[config.mk]
export PLATFORM = sky130hd
export DESIGN_NAME = sin_lut_arbiter_flat
export DESIGN_NICKNAME = d
export VERILOG_FILES = /design/src/rtl/sin_lut_arbiter_pkg.sv /design/src/rtl/sin_lut_arbiter_if.sv /design/src/rtl/sin_lut_arbiter_tag_fifo.sv /design/src/rtl/sin_lut_arbiter.sv /design/src/flat_wrapper.sv
export SDC_FILE = /design/constraint.sdc
export NUM_CORES = 1
export LEC_CHECK = 0
export CAP_MARGIN = 10
export CORE_MARGIN = 10
export CORE_UTILIZATION = 49
export CTS_CLUSTER_SIZE = 25
export DETAILED_ROUTE_END_ITERATION = 10
export PLACE_DENSITY = 0.93
export SLEW_MARGIN = 30
export SYNTH_ARGS = -nofsm -noshare
export SYNTH_HDL_FRONTEND = slang
export SYNTH_SLANG_ARGS = --single-unit
[constraint.sdc]
create_clock -name clk -period 6.95 [get_ports clk]
set_clock_uncertainty 0.15 [all_clocks]
set_input_delay 1.39 -clock clk [delete_from_list [all_inputs] [get_ports clk]]
set_output_delay 1.39 -clock clk [all_outputs]
set_load 0.05 [all_outputs]
[src/rtl/sin_lut_arbiter_pkg.sv]
`default_nettype none
// +--------------------------------------------------------------------------+
// | Package : sin_arb_pkg                                                    |
// | Purpose : Default sizing constants and helper functions shared by the    |
// |           sine-lookup arbiter, its bus interface and its tag FIFO.       |
// | Ports   : none (package)                                                 |
// | Rev     : 1.0 - initial release                                          |
// +--------------------------------------------------------------------------+
package sin_arb_pkg;

  localparam int c_NREQ    = 4;   // number of requesters (2..8)
  localparam int c_PHASE_W = 10;  // lookup phase width
  localparam int c_SIN_W   = 16;  // sine sample width
  localparam int c_LUT_LAT = 2;   // lut_en -> lut_vld latency (>= 1)
  localparam int c_MAX_OUT = 4;   // outstanding lookups / tag FIFO depth

  // Width of a requester tag; never less than one bit.
  function automatic int tag_w(input int n);
    return (n <= 2) ? 1 : $clog2(n);
  endfunction

endpackage
`default_nettype wire

[src/rtl/sin_lut_arbiter_if.sv]
`default_nettype none
// +--------------------------------------------------------------------------+
// | Interface : sin_lut_arbiter_if                                           |
// | Purpose   : Bundles the requester-side and lookup-side bus signals of    |
// |             the shared sine-lookup arbiter.                              |
// | Signals   : req_valid/req_phase/req_ready - requester handshake          |
// |             rsp_valid/rsp_sin             - routed response              |
// |             lut_en/lut_phase              - issue to shared lookup       |
// |             lut_vld/lut_sin               - result from shared lookup    |
// | Modports  : master - the arbiter itself                                  |
// |             slave  - the surrounding clients and lookup datapath         |
// | Rev       : 1.0 - initial release                                        |
// +--------------------------------------------------------------------------+
interface sin_lut_arbiter_if
  import sin_arb_pkg::*;
#(
  parameter int NREQ    = c_NREQ,
  parameter int PHASE_W = c_PHASE_W,
  parameter int SIN_W   = c_SIN_W
);

  logic [NREQ-1:0]         req_valid;
  logic [NREQ*PHASE_W-1:0] req_phase;
  logic [NREQ-1:0]         req_ready;
  logic                    lut_en;
  logic [PHASE_W-1:0]      lut_phase;
  logic                    lut_vld;
  logic [SIN_W-1:0]        lut_sin;
  logic [NREQ-1:0]         rsp_valid;
  logic [SIN_W-1:0]        rsp_sin;

  modport master (
    input  req_valid, req_phase, lut_vld, lut_sin,
    output req_ready, lut_en, lut_phase, rsp_valid, rsp_sin
  );

  modport slave (
    output req_valid, req_phase, lut_vld, lut_sin,
    input  req_ready, lut_en, lut_phase, rsp_valid, rsp_sin
  );

endinterface
`default_nettype wire

[src/rtl/sin_lut_arbiter_tag_fifo.sv]
`default_nettype none
// +--------------------------------------------------------------------------+
// | Module  : sin_arb_tag_fifo                                               |
// | Purpose : Synchronous circular FIFO holding the requester tag of every   |
// |           lookup in flight, so results can be routed back in order.      |
// |           Pointers wrap at DEPTH, which need not be a power of two.      |
// | Ports   : clk, rst_n (async, active-high)                                |
// |           push/din  - write a tag (ignored when full)                    |
// |           pop/dout  - dout shows the head; pop removes it (ignored when  |
// |                       empty)                                             |
// |           count, empty, full - occupancy status                          |
// | Rev     : 1.0 - initial release                                          |
// +--------------------------------------------------------------------------+
module sin_arb_tag_fifo
  import sin_arb_pkg::*;
#(
  parameter int DEPTH = c_MAX_OUT,
  parameter int WIDTH = tag_w(c_NREQ)
) (
  input  logic                         clk,
  input  logic                         rst_n,
  input  logic                         push,
  input  logic                         pop,
  input  logic [WIDTH-1:0]             din,
  output logic [WIDTH-1:0]             dout,
  output logic [$clog2(DEPTH+1)-1:0]   count,
  output logic                         empty,
  output logic                         full
);

  localparam int c_PTR_W = (DEPTH > 1) ? $clog2(DEPTH) : 1;
  localparam int c_CNT_W = $clog2(DEPTH + 1);

  logic [WIDTH-1:0]   r_mem [DEPTH];
  logic [c_PTR_W-1:0] r_wr_ptr;
  logic [c_PTR_W-1:0] r_rd_ptr;
  logic [c_CNT_W-1:0] r_count;
  logic               w_push_ok;
  logic               w_pop_ok;

  assign empty     = (r_count == '0);
  assign full      = (r_count == c_CNT_W'(DEPTH));
  assign count     = r_count;
  assign dout      = r_mem[r_rd_ptr];
  assign w_push_ok = push && !full;
  assign w_pop_ok  = pop && !empty;

  // Storage needs no reset: an entry is only read after it was written.
  always_ff @(posedge clk) begin
    if (w_push_ok) begin
      r_mem[r_wr_ptr] <= din;
    end
  end

  always_ff @(posedge clk or posedge rst_n) begin
    if (rst_n) begin
      r_wr_ptr <= '0;
      r_rd_ptr <= '0;
      r_count  <= '0;
    end else begin
      if (w_push_ok) begin
        r_wr_ptr <= (r_wr_ptr == c_PTR_W'(DEPTH - 1)) ? '0 : r_wr_ptr + 1'b1;
      end
      if (w_pop_ok) begin
        r_rd_ptr <= (r_rd_ptr == c_PTR_W'(DEPTH - 1)) ? '0 : r_rd_ptr + 1'b1;
      end
      // Simultaneous push and pop leaves the occupancy unchanged.
      case ({w_push_ok, w_pop_ok})
        2'b10:   r_count <= r_count + 1'b1;
        2'b01:   r_count <= r_count - 1'b1;
        default: r_count <= r_count;
      endcase
    end
  end

endmodule
`default_nettype wire

[src/rtl/sin_lut_arbiter.sv]
`default_nettype none
// +--------------------------------------------------------------------------+
// | Module  : sin_lut_arbiter                                                |
// | Purpose : Shares one sine-lookup datapath among NREQ requesters. A       |
// |           round-robin arbiter issues at most one lookup per cycle, tags  |
// |           it with the requester index and routes each result back to its |
// |           originator in issue order.                                     |
// | Ports   : clk        - clock                                             |
// |           rst_n      - reset, asynchronous, active-high                  |
// |           bus        - sin_lut_arbiter_if.master (requests, responses,   |
// |                        lookup issue and lookup result)                   |
// |           busy       - lookups outstanding or being issued               |
// |           err_orphan - sticky: a lookup result arrived with no tag       |
// | Rev     : 1.0 - initial release                                          |
// +--------------------------------------------------------------------------+
module sin_lut_arbiter
  import sin_arb_pkg::*;
#(
  parameter int NREQ    = c_NREQ,
  parameter int PHASE_W = c_PHASE_W,
  parameter int SIN_W   = c_SIN_W,
  parameter int LUT_LAT = c_LUT_LAT,
  parameter int MAX_OUT = c_MAX_OUT
) (
  input  logic                    clk,
  input  logic                    rst_n,
  sin_lut_arbiter_if.master       bus,
  output logic                    busy,
  output logic                    err_orphan
);

  localparam int c_TAG_W   = tag_w(NREQ);
  localparam int c_CNT_W   = $clog2(MAX_OUT + 1);
  localparam int c_QUIET_W = $clog2(LUT_LAT + 2);
  localparam logic [c_QUIET_W-1:0] c_QUIET_INIT = c_QUIET_W'(LUT_LAT + 1);

  // Registered state
  logic [c_QUIET_W-1:0] r_quiet;
  logic [c_TAG_W-1:0]   r_ptr;
  logic                 r_lut_en;
  logic [PHASE_W-1:0]   r_lut_phase;
  logic [NREQ-1:0]      r_rsp_valid;
  logic [SIN_W-1:0]     r_rsp_sin;
  logic                 r_err_orphan;

  // Combinational
  logic                 w_quiet;
  logic                 w_eligible;
  logic [NREQ-1:0]      w_grant_vec;
  logic [c_TAG_W-1:0]   w_grant_idx;
  logic [c_TAG_W-1:0]   w_cand;
  logic                 w_found;
  logic [PHASE_W-1:0]   w_grant_phase;
  logic                 w_pop;
  logic                 w_orphan;
  logic [c_TAG_W-1:0]   w_tag_head;
  logic [c_CNT_W-1:0]   w_count;
  logic                 w_empty;
  logic                 w_full;

  // ------------------------------------------------------------------------
  // Quiet window: after reset release, lookups issued before the reset may
  // still emerge from the shared datapath. Hold off grants and swallow any
  // lut_vld for LUT_LAT+1 cycles so those stale results are flushed.
  // ------------------------------------------------------------------------
  always_ff @(posedge clk or posedge rst_n) begin
    if (rst_n) begin
      r_quiet <= c_QUIET_INIT;
    end else if (r_quiet != '0) begin
      r_quiet <= r_quiet - 1'b1;
    end
  end

  assign w_quiet = (r_quiet != '0);

  // Eligibility uses the registered occupancy; a pop in the same cycle does
  // not free a slot until the next cycle. The occupancy includes the lookup
  // sitting in the issue register, since its tag is pushed at the handshake.
  assign w_eligible = !w_quiet && !w_full;

  // ------------------------------------------------------------------------
  // Round-robin search starting one past the last granted requester.
  // ------------------------------------------------------------------------
  always_comb begin
    w_grant_vec = '0;
    w_grant_idx = '0;
    w_found     = 1'b0;
    w_cand      = '0;
    for (int k = 1; k <= NREQ; k++) begin
      w_cand = c_TAG_W'((int'(r_ptr) + k) % NREQ);
      if (w_eligible && !w_found && bus.req_valid[w_cand]) begin
        w_found             = 1'b1;
        w_grant_idx         = w_cand;
        w_grant_vec[w_cand] = 1'b1;
      end
    end
  end

  // Phase of the granted requester (one-hot select).
  always_comb begin
    w_grant_phase = '0;
    for (int i = 0; i < NREQ; i++) begin
      if (w_grant_vec[i]) begin
        w_grant_phase = bus.req_phase[i*PHASE_W +: PHASE_W];
      end
    end
  end

  // Grants are only raised where req_valid is set, so a found grant is a
  // completed handshake.
  assign bus.req_ready = w_grant_vec;

  // ------------------------------------------------------------------------
  // Tag FIFO: one entry per lookup in flight, popped as results return.
  // ------------------------------------------------------------------------
  assign w_pop    = bus.lut_vld && !w_quiet && !w_empty;
  assign w_orphan = bus.lut_vld && !w_quiet && w_empty;

  sin_arb_tag_fifo #(
    .DEPTH (MAX_OUT),
    .WIDTH (c_TAG_W)
  ) u_tag_fifo (
    .clk   (clk),
    .rst_n (rst_n),
    .push  (w_found),
    .pop   (w_pop),
    .din   (w_grant_idx),
    .dout  (w_tag_head),
    .count (w_count),
    .empty (w_empty),
    .full  (w_full)
  );

  // ------------------------------------------------------------------------
  // Issue register, response register and sticky orphan flag.
  // ------------------------------------------------------------------------
  always_ff @(posedge clk or posedge rst_n) begin
    if (rst_n) begin
      r_ptr        <= c_TAG_W'(NREQ - 1);
      r_lut_en     <= 1'b0;
      r_lut_phase  <= '0;
      r_rsp_valid  <= '0;
      r_rsp_sin    <= '0;
      r_err_orphan <= 1'b0;
    end else begin
      r_lut_en <= w_found;
      if (w_found) begin
        r_lut_phase <= w_grant_phase;
        r_ptr       <= w_grant_idx;
      end
      r_rsp_valid <= w_pop ? (NREQ'(1) << w_tag_head) : '0;
      if (w_pop) begin
        r_rsp_sin <= bus.lut_sin;
      end
      if (w_orphan) begin
        r_err_orphan <= 1'b1;
      end
    end
  end

  assign bus.lut_en    = r_lut_en;
  assign bus.lut_phase = r_lut_phase;
  assign bus.rsp_valid = r_rsp_valid;
  assign bus.rsp_sin   = r_rsp_sin;
  assign busy          = (w_count != '0) || r_lut_en;
  assign err_orphan    = r_err_orphan;

endmodule
`default_nettype wire

[src/flat_wrapper.sv]
// flat-port wrapper written by rule: the top's interface ports become plain ports
module sin_lut_arbiter_flat import sin_arb_pkg::*;
#(
  parameter int NREQ    = c_NREQ,
  parameter int PHASE_W = c_PHASE_W,
  parameter int SIN_W   = c_SIN_W,
  parameter int LUT_LAT = c_LUT_LAT,
  parameter int MAX_OUT = c_MAX_OUT
)
  (clk, rst_n, busy, err_orphan, bus_req_valid, bus_req_phase, bus_lut_vld, bus_lut_sin, bus_req_ready, bus_lut_en, bus_lut_phase, bus_rsp_valid, bus_rsp_sin);
  sin_lut_arbiter_if #(.NREQ(NREQ), .PHASE_W(PHASE_W), .SIN_W(SIN_W)) bus_i ();
  input  logic clk;
  input  logic rst_n;
  output logic busy;
  output logic err_orphan;
  input wire logic [$bits(bus_i.req_valid)-1:0] bus_req_valid;
  input wire logic [$bits(bus_i.req_phase)-1:0] bus_req_phase;
  input wire logic [$bits(bus_i.lut_vld)-1:0] bus_lut_vld;
  input wire logic [$bits(bus_i.lut_sin)-1:0] bus_lut_sin;
  output wire logic [$bits(bus_i.req_ready)-1:0] bus_req_ready;
  output wire logic [$bits(bus_i.lut_en)-1:0] bus_lut_en;
  output wire logic [$bits(bus_i.lut_phase)-1:0] bus_lut_phase;
  output wire logic [$bits(bus_i.rsp_valid)-1:0] bus_rsp_valid;
  output wire logic [$bits(bus_i.rsp_sin)-1:0] bus_rsp_sin;
  assign bus_i.req_valid = bus_req_valid;
  assign bus_i.req_phase = bus_req_phase;
  assign bus_i.lut_vld = bus_lut_vld;
  assign bus_i.lut_sin = bus_lut_sin;
  assign bus_req_ready = bus_i.req_ready;
  assign bus_lut_en = bus_i.lut_en;
  assign bus_lut_phase = bus_i.lut_phase;
  assign bus_rsp_valid = bus_i.rsp_valid;
  assign bus_rsp_sin = bus_i.rsp_sin;
  sin_lut_arbiter #(.NREQ(NREQ), .PHASE_W(PHASE_W), .SIN_W(SIN_W), .LUT_LAT(LUT_LAT), .MAX_OUT(MAX_OUT)) u_core (.clk(clk), .rst_n(rst_n), .bus(bus_i), .busy(busy), .err_orphan(err_orphan));
endmodule
==> reports/qor.yml, run 1 <==
sta:
  tightestPinTransition_ps: 931
  hold_viol_final: 0
  rsz0062_at_grt: "no"
  timing.setup.tns_ps: 0
  whs_ps: 330
  max_freq_ghz: 0.170
  worst_slack_ps: 1070
  slew_headroom_pct: 37.7
  fin_crit_sh_pct: 84.6
  fin_crit_ps: 5880
  slew_viol_final: 0
  finalSetupViolations: 0
grt:
  grt_antenna_before_repair: 0
  grtUsageTotal_pct: 16.7
  grt_start_max_net_pins: 44
  grt_pass1_vias: 2696
  grt_pass1_wl_mm: 13.4
  grt-ovfl-total: 0
place:
  dpl.cell_count: 454
  place_congestion: 0.904
  pre_cts_ws_ps: 1110
  io_buffers: 99
  dp_hpwl_mm: 6.27
cells_and_area:
  n_antenna_cell: 0
  drive_above_1_share_pct: 8.01
  nFillCells: 434
  final_cells: 462
  nets: 464
  multiInputGateArea_um2: 1430
  syn2layout_area_growth_pct: 38.5
  seqCellArea_um2: 1320
pwr:
  clkPwrFrac_pct: 8.7
  ir_drop_mv: 0.433
  power.density_nw_per_um2: 557
  switching_share_pct: 50.3
  intPower_mw: 1.12
  p_leak_nw: 1.76
  power_frac_comb_pct: 66.4
  power_frac_seq_pct: 24.9
  switchingPower_mw: 1.13
  power_mw: 2.26
floorplanning:
  die_h_um: 97.2
  rows: 28
  initial_core_util_pct: 50.0
  ios: 100
  die_area_um2: 9450
  core_area_um2: 5850
  die_x_um: 97.2
drt:
  vias_per_cell: 5.69
  drc_errors: 0
  via_count: 2630
  wl_mm: 8.02
  avgRoutedWirePerCell_um: 17.4
  drtAntennaViolNets: 0
  dr.pass1.iters: 7
  drt-initial-drc-count: 175
critical_path:
  cp.arrival_ps: 4340
  cp_max_fo: 11
  r2r_slack_ps: 2730
  cp-start-kind: "input pin"
  worstReg2RegEnd: "u_core.u_tag_fifo.count[1]"
  r2r_cells: 7
  cp.required_ps: 5410
  cp-end-kind: "output port"
  path_class: "in2out"
  reg2reg_from: "u_core.r_ptr[0]"
cts:
  cts_setup_buffers: 0
  cts_max_level: 2
  cts_hold_buf: 0
  cts_resized: 0
  cts_buffers: 5
  tritoncts: "built"
  numClockSinks: 51
  clk_pin_slew_ps: 80
  clock_path_buffers: 2
  cts_root_buf: "clkbuf_8"
  clock_latency_ps: 300
yosys:
  synth_top_area_share_pct: 33.4
  synth_area_um2: 2920
  async_reset_ff_share_pct: 84.3
  yosys_warnings: 0
  synthTopCellsByArea: "dfrtp_1, edfxtp_1, nand2_1"
  synth_seq_cells: 51
  syn_avg_cell_area_um2: 10.0
  syn_nets: 369
  ys.flop_type: "dfrtp_1"
  ys_types: 46
  yosysTopAreaCell: "dfrtp_1"
  yosysMostFrequentCell: "nand2_1"
  synthTopCellsByCount: "nand2_1, dfrtp_1, inv_1, nor2_1, ha_1"
  ys_seq_area_share_pct: 45.2
  synthesis.instances: 291
  synth_edf_count: 8
hold_path:
  hp-class: "reg2reg"
  whs_endpoint: "u_core.bus.rsp_sin[14]"
  holdPathStages: 2
  hold_path.startpoint: "u_core.bus.rsp_sin[14]"
run_status:
  status: "complete, no violations"
job:
  maxCapViolations: 0
layer usage:
| layer | vias to the layer above | wire length, µm | track usage, % |
|---|---|---|---|
| met5 | - | 0 | 0 |
| met4 | 0 | 75 | 4.03 |
| met3 | 8 | 669 | 5.12 |
| met2 | 136 | 3980 | 29.2 |
| met1 | 1255 | 3290 | 19.5 |
| li1 | 1231 | - | - |
worst max-delay path, stage by stage:
cell             delay (ps)
clkdlybuf4s50_1         500
mux4_2                  650
nor3b_2                 220
a32o_1                  220
a21oi_2                 410
inv_2                   190
clkdlybuf4s50_1         760
registers in the layout, indices dropped and copies added (netlist names), 2 cells and up:
register                    flops
u_core.bus.rsp_sin             16
u_core.bus.lut_phase           10
u_core.u_tag_fifo.r_mem         8
u_core.bus.rsp_valid            4
u_core.u_tag_fifo.count         3
u_core.r_ptr                    2
u_core.r_quiet                  2
u_core.u_tag_fifo.r_rd_ptr      2
u_core.u_tag_fifo.r_wr_ptr      2
area by class of cell:
type	count	share of cell area [%]
multi-input cells	203	35.2
flip-flops and latches	51	32.6
repair buffers	102	25.0
well taps	75	2.32
inverters	23	2.13
clock buffers	5	1.70
clock inverters	3	0.958
power by group through the flow:
stage | combinational, mW | sequential (mW) | clock [mW]
4_1_cts | 1.50 | 0.561 | 0.202
3_3_place_gp | 1.44 | 0.557 | 0
5_1_grt | 1.61 | 0.579 | 0.214
3_5_place_dp | 1.49 | 0.568 | 0
2_1_floorplan | 0.843 | 0.809 | 0
6_report | 1.50 | 0.561 | 0.197
worst max-delay path by stage:
stage / from / endpoint / slack (ps) / cells after the start
finish: bus_req_valid[0] / bus_req_ready[2] / 1070 / 7
global route: bus_req_valid[3] / bus_req_ready[2] / 930 / 7
CTS: bus_req_valid[3] / bus_req_ready[2] / 1110 / 7
detailed placement: bus_req_valid[1] / bus_req_ready[2] / 1110 / 7
global placement: bus_req_valid[0] / bus_req_ready[2] / 1210 / 7
floorplan: bus_req_valid[0] / bus_req_ready[1] / 2510 / 6
logic make-up after synthesis:
logic type	synth area share (%)
buf+inv	6.04
fa+ha+maj	6.68
flops	45.2
simple gates	16.4
compound gates	17.3
xor+xnor	1.20
mux	7.15
per-stage QoR:
| stage | cell area (µm²) | util [%] |
|---|---|---|
| after floorplan | 2920 | - |
| after global placement | 3940 | 67.3 |
| after detailed placement | 3940 | 67.3 |
| after CTS | 4050 | 69.2 |
| after global routing | 4050 | 69.2 |
| final | 4050 | 69.2 |
cells in the final DEF (no fill, tap or decap), types with 3 or more instances in the layout:
master and n:
nor4_1 4, nor3_1 5, a31oi_1 11, inv_1 20, mux2i_1 4, ha_1 14, and3_1 3, xnor2_1 3
o31ai_1 10, a21o_1 3, dfrtp_1 39, nor2_1 16, nand2b_1 3, nor3b_1 5, nand2_1 52, buf_4 3
mux2_2 5, a21oi_1 5, a311oi_1 10, a22oi_1 11, o21ai_0 8, edfxtp_1 8, nand3_1 3, dfstp_2 4
mux4_2 5, clkdlybuf4s50_1 99, clkbuf_8 5, and2_1 6
(Power assumes the default switching activity.)
==> run 2: changes to the inputs <==
--- a/config.mk
+++ b/config.mk
@@ -7,10 +7,10 @@
 export LEC_CHECK = 0
 export CAP_MARGIN = 10
 export CORE_MARGIN = 10
-export CORE_UTILIZATION = 49
+export CORE_UTILIZATION = 41
 export CTS_CLUSTER_SIZE = 25
 export DETAILED_ROUTE_END_ITERATION = 10
-export PLACE_DENSITY = 0.93
+export PLACE_DENSITY = 0.84
 export SLEW_MARGIN = 30
 export SYNTH_ARGS = -nofsm -noshare
 export SYNTH_HDL_FRONTEND = slang
==> constraint.sdc (replaced) <==
create_clock -name clk -period 5.3 [get_ports clk]
set_clock_uncertainty 0.15 [all_clocks]
set_input_delay 1.06 -clock clk [delete_from_list [all_inputs] [get_ports clk]]
set_output_delay 1.06 -clock clk [all_outputs]
set_load 0.05 [all_outputs]
==> run 2 against run 1 <==
Combinational power grew 33%. Critical path type is now reg2out. Final area grew 1.8%. Sequential cell count is the same. Via count shrank 3.1%. Core utilization shrank 9.2 points. Power grew 33%. Critical path depth grew 1. Worst setup slack lost 530 ps.
==> reports/qor.yml, run 2 (same netlist as run 1, synthesis figures left out) <==
cells_and_area:
  largest_reg_flops: 16  # unchanged
  syn2layout_area_growth_pct: 41.0
  final_common_cell: "clkdlybuf4s50_1"
  layout_common_cells: "clkdlybuf4s50_1, nand2_1, dfrtp_1"
  n_antenna_cell: 0  # unchanged
  drive_above_1_share_pct: 10.0  # +2.0 points
  post-route-util_pct: 60.0  # -9.2 points
  nFillCells: 588  # +35%
  design_area_um2: 4120  # +1.8%
  nets: 467  # +0.65%
critical_path:
  r2r_slack_ps: 1520  # -1210 ps
  cp_top_family: "flip-flops"
  worstReg2RegEnd: "u_core.u_tag_fifo.count[1]"
  cp.buffers_inverters: 3  # unchanged
  r2r_cells: 8  # +1
  critPathSlowestCell: "dfstp_2"
  crit_start: "u_core.r_ptr[0]"
  cp_max_fo: 15  # +4
  cp_slowest_stage_delay_ps: 760  # about the same
  crit_chain: "inv_1 -> ha_1 -> mux4_2 -> nor3b_2 -> a32o_1 -> a21oi_2 -> inv_2 -> buf_4"
  cp.required_ps: 4090  # -1320 ps
  cp-start-kind: "register"
  path_class: "reg2out"
  cp.arrival_ps: 3550  # -790 ps
  reg2reg_from: "u_core.r_ptr[0]"
  cp-end-kind: "output port"
cts:
  clock_path_buffers: 2  # unchanged
  cts_max_level: 2  # unchanged
  numClockSinks: 51  # unchanged
  cts_hold_buf: 0  # unchanged
  cts_root_buf: "clkbuf_8"
  cts_resized: 0  # unchanged
  clk_pin_slew_ps: 80  # about the same
  tritoncts: "built"
  cts_setup_buffers: 0  # unchanged
  clock_latency_ps: 290  # about the same
  cts_buffers: 5  # unchanged
sta:
  fin_crit_sh_pct: 89.9
  max_freq_ghz: 0.210
  slew_viol_final: 0  # unchanged
  fin_crit_ps: 4760
  rsz0062_at_grt: "no"
  tightestPinTransition_ps: 864  # -66.8 ps
  timing.setup.tns_ps: 0  # unchanged
  hold_viol_final: 0  # unchanged
  finalSetupViolations: 0  # unchanged
  whs_ps: 319  # -11.1 ps
  slew_headroom_pct: 41.9  # +4.1 points
hold_path:
  hp-class: "reg2reg"
  whs_endpoint: "u_core.err_orphan"
  hold_path.startpoint: "u_core.err_orphan"
  holdPathStages: 1  # -1
place:
  place_congestion: 0.859  # -4.9%
  io_buffers: 99  # unchanged
  placed_area_um2: 4000  # +1.6%
  dp_hpwl_mm: 6.41  # +2.2%
drt:
  wl_mm: 8.01  # -0.11%
  avgRoutedWirePerCell_um: 16.5  # -5.0%
  drtAntennaViolNets: 0  # unchanged
  drt-initial-drc-count: 96  # -45%
  via_count: 2549  # -3.1%
  dr.pass1.iters: 4  # -3
  vias_per_cell: 5.24  # -7.9%
  drc_errors: 0  # unchanged
floorplanning:
  rows: 30  # +7.1%
  core_area_um2: 6870  # +17%
  die_x_um: 104  # +7.4%
  die_area_um2: 10900  # +15%
  die_h_um: 104  # +7.4%
  ios: 100  # unchanged
  initial_core_util_pct: 42.6  # -7.4 points
grt:
  grt-ovfl-total: 0  # unchanged
  grt_start_max_net_pins: 44  # unchanged
  grt_antenna_before_repair: 0  # unchanged
  grt_pass1_vias: 2596  # -3.7%
  grtUsageTotal_pct: 14.3  # -2.4 points
  grt_pass1_wl_mm: 13.2  # -1.1%
job:
  maxCapViolations: 0  # unchanged
pwr:
  p_leak_nw: 1.79  # +1.7%
  power.density_nw_per_um2: 728  # +31%
  ir_drop_mv: 0.590  # +36%
run_status:
  status: "complete, no violations"
-- run 2: cell count changes in the layout (fill, tap and decap cells not counted), sizes merged --
| cell | delta |
|---|---|
| buf | +7 |
| clkbuf | +1 |
| clkdlybuf4s50 | -4 |
| inv | -1 |
-- run 2: final cells by class --
| type | instances | area, µm² | area share [%] |
|---|---|---|---|
| multi-input combinational | 203 | 1430 | 34.6 |
| tap | 96 | 120 | 2.91 |
| timing repair buffer | 105 | 1050 | 25.5 |
| sequential | 51 | 1320 | 32.1 |
| clock buffer | 6 | 82.6 | 2.00 |
| inverter | 23 | 86.3 | 2.09 |
| clock inverter | 2 | 35.0 | 0.850 |
-- run 2: routing by layer --
layer	vias to the layer above	part of all wire [%]	global-route usage, %
met3	5	6.4	4.40
li1	1237	-	-
met4	0	0.77	3.18
met5	-	0	0
met2	98	51	25.2
met1	1209	42	16.4
-- run 2: how the worst max path moves through the flow --
stage,to,slack [ps],depth (start not counted)
after detailed placement,bus_req_ready[2],630,7
after CTS,bus_req_ready[2],530,8
after floorplan,bus_req_ready[1],1350,9
after global placement,bus_req_ready[2],700,7
final,bus_req_ready[2],540,8
after global routing,bus_req_ready[2],320,8
-- run 2: power breakdown --
group	switching (mW)	internal (mW)	total, mW
Combinational	1.23	0.760	1.99
Clock	0.120	0.153	0.273
Sequential	0.126	0.609	0.735
-- run 2: stage by stage --
stage / cells / worst slack [ps] / power (mW)
2_1_floorplan: 291 / 1350 / 2.17
3_3_place_gp: 478 / 702 / 2.69
3_5_place_dp: 478 / 625 / 2.74
4_1_cts: 486 / 529 / 3.02
5_1_grt: 486 / 322 / 3.20
6_report: 486 / 537 / 3.00
==> edit, RTL diff (flow settings as in run 2) <==
`c_NREQ`: 4 -> 8.
--- a/src/rtl/sin_lut_arbiter_pkg.sv
+++ b/src/rtl/sin_lut_arbiter_pkg.sv
@@ -9,5 +9,5 @@
 package sin_arb_pkg;
 
-  localparam int c_NREQ    = 4;   // number of requesters (2..8)
+  localparam int c_NREQ    = 8;   // number of requesters (2..8)
   localparam int c_PHASE_W = 10;  // lookup phase width
   localparam int c_SIN_W   = 16;  // sine sample width
Interface: changed (resized bus_req_phase, bus_req_ready, bus_req_valid and bus_rsp_valid); port bits go from 100 to 152. The function was not compared with the original's and may differ.
==> edit against run 2 <==
Utilization rose by 0.069 points; worst setup slack got worse by 0.40 ns; cell area rose by 65%; register-to-register slack got worse by 0.64 ns; worst hold slack improved by 0.0025 ns; sequential share of layout area fell by 9.0 points; routed wire length rose by 130%; area after synthesis rose by 61%; sequential cell count rose by 9; critical path type is now in -> out.
Power is left out: the tool's default activity adds up to more than one toggle a clock period on the data nets, which glitch-free logic cannot reach.
==> edit: results <==
metrics = {
    "route": {
        "drtIter0Drc": 562,
        "viasPerCell": 6.17,
        "wl_met3_mm": 1.35,
        "met1_length_mm": 7.05,
        "routed-wl-met2_mm": 8.96,
        "routed_wirelength_mm": 18.1,
    },
    "outcome": {
        "outcome": "finished clean",
    },
    "global_route": {
        "grt_pass1_wl_mm": 27.8,
        "grtUsageMet3_pct": 4.76,
        "track_usage_pct": 21.3,
        "grt_max_degree": 49,
    },
    "critical_path": {
        "crit_start": "bus_req_valid[4]",
        "crit_fanout": 18,
        "rr_worst_depth": 12,
        "r2r-end": "u_core.bus.lut_phase[2]$_DFFE_PP0P_",
        "worst_ep_arrival_time_ns": 3.95,
    },
    "clock_network": {
        "ctsRootBufferMaster": "clkbuf_16",
        "clk_pin_slew_ns": 0.06,
        "numCtsBuffers": 9,
        "insertion_delay_ns": 0.33,
        "htreeDepth": 3,
    },
    "worst_hold_path": {
        "hold_end": "u_core.bus.rsp_sin[1]$_DFFE_PP0P_",
        "whs_path_depth": 2,
    },
    "placed_design": {
        "post_dp_cell_area_sq_um": 6480,
        "post-dp-hpwl_mm": 14.3,
        "dp_worst_setup_slack_ns": 0.190,
        "portBuffers": 151,
        "gp_routability_congestion": 0.964,
    },
    "yosys": {
        "async_reset_ff_share_pct": 80.0,
        "synth_edf_count": 12,
        "synthTopCellsByCount": "nand2_1 (77), dfrtp_1 (43), nor2_1 (26), inv_1 (18)",
        "syn_nets": 612,
        "synth.area.top_cells": "dfrtp_1 (23%), edfxtp_1 (7.7%), nand2_1 (6.1%)",
        "synth-seq-area-share_pct": 33.3,
        "synth.distinct_cells": 76,
    },
    "finish": {
        "fin_nets": 763,
        "postLayoutCoreUtil_pct": 60.1,
        "drive_gt1_share_pct": 16.7,
    },
    "sta": {
        "finalCritPeriodShare_pct": 97.3,
        "whs_ns": 0.322,
    },
}
==> edit: cell count changes in the layout (fill, tap and decap cells not counted), sizes merged, moves of 10 or more <==
cell | run 2 | this run
clkdlybuf4s50 | 95 | 143
nand2 | 52 | 78
buf | 10 | 28
nand4 | 0 | 13
a221oi | 0 | 11
mux2i | 4 | 15
nand3 | 3 | 14
nor2 | 16 | 27
a221o | 0 | 10
o211ai | 2 | 12
o22a | 0 | 10
==> edit: cells by family after synthesis <==
logic type	count (synthesis)	share of synthesized area, %
buffers and inverters	51	5.02
and+or+nand+nor	196	21.6
muxes	32	9.97
DFF	60	33.3
adders and majority gates	14	3.88
AOI/OAI and AO/OA	130	24.8
xor gates and xnor gates	8	1.49
==> edit: final cells by class <==
cell class	instances	area share, %
clock buffer	11	4.05
multi-input combinational	380	42.8
clock inverter	5	0.570
inverter	20	1.14
sequential	60	23.1
tap	143	2.63
timing repair buffer	171	25.8
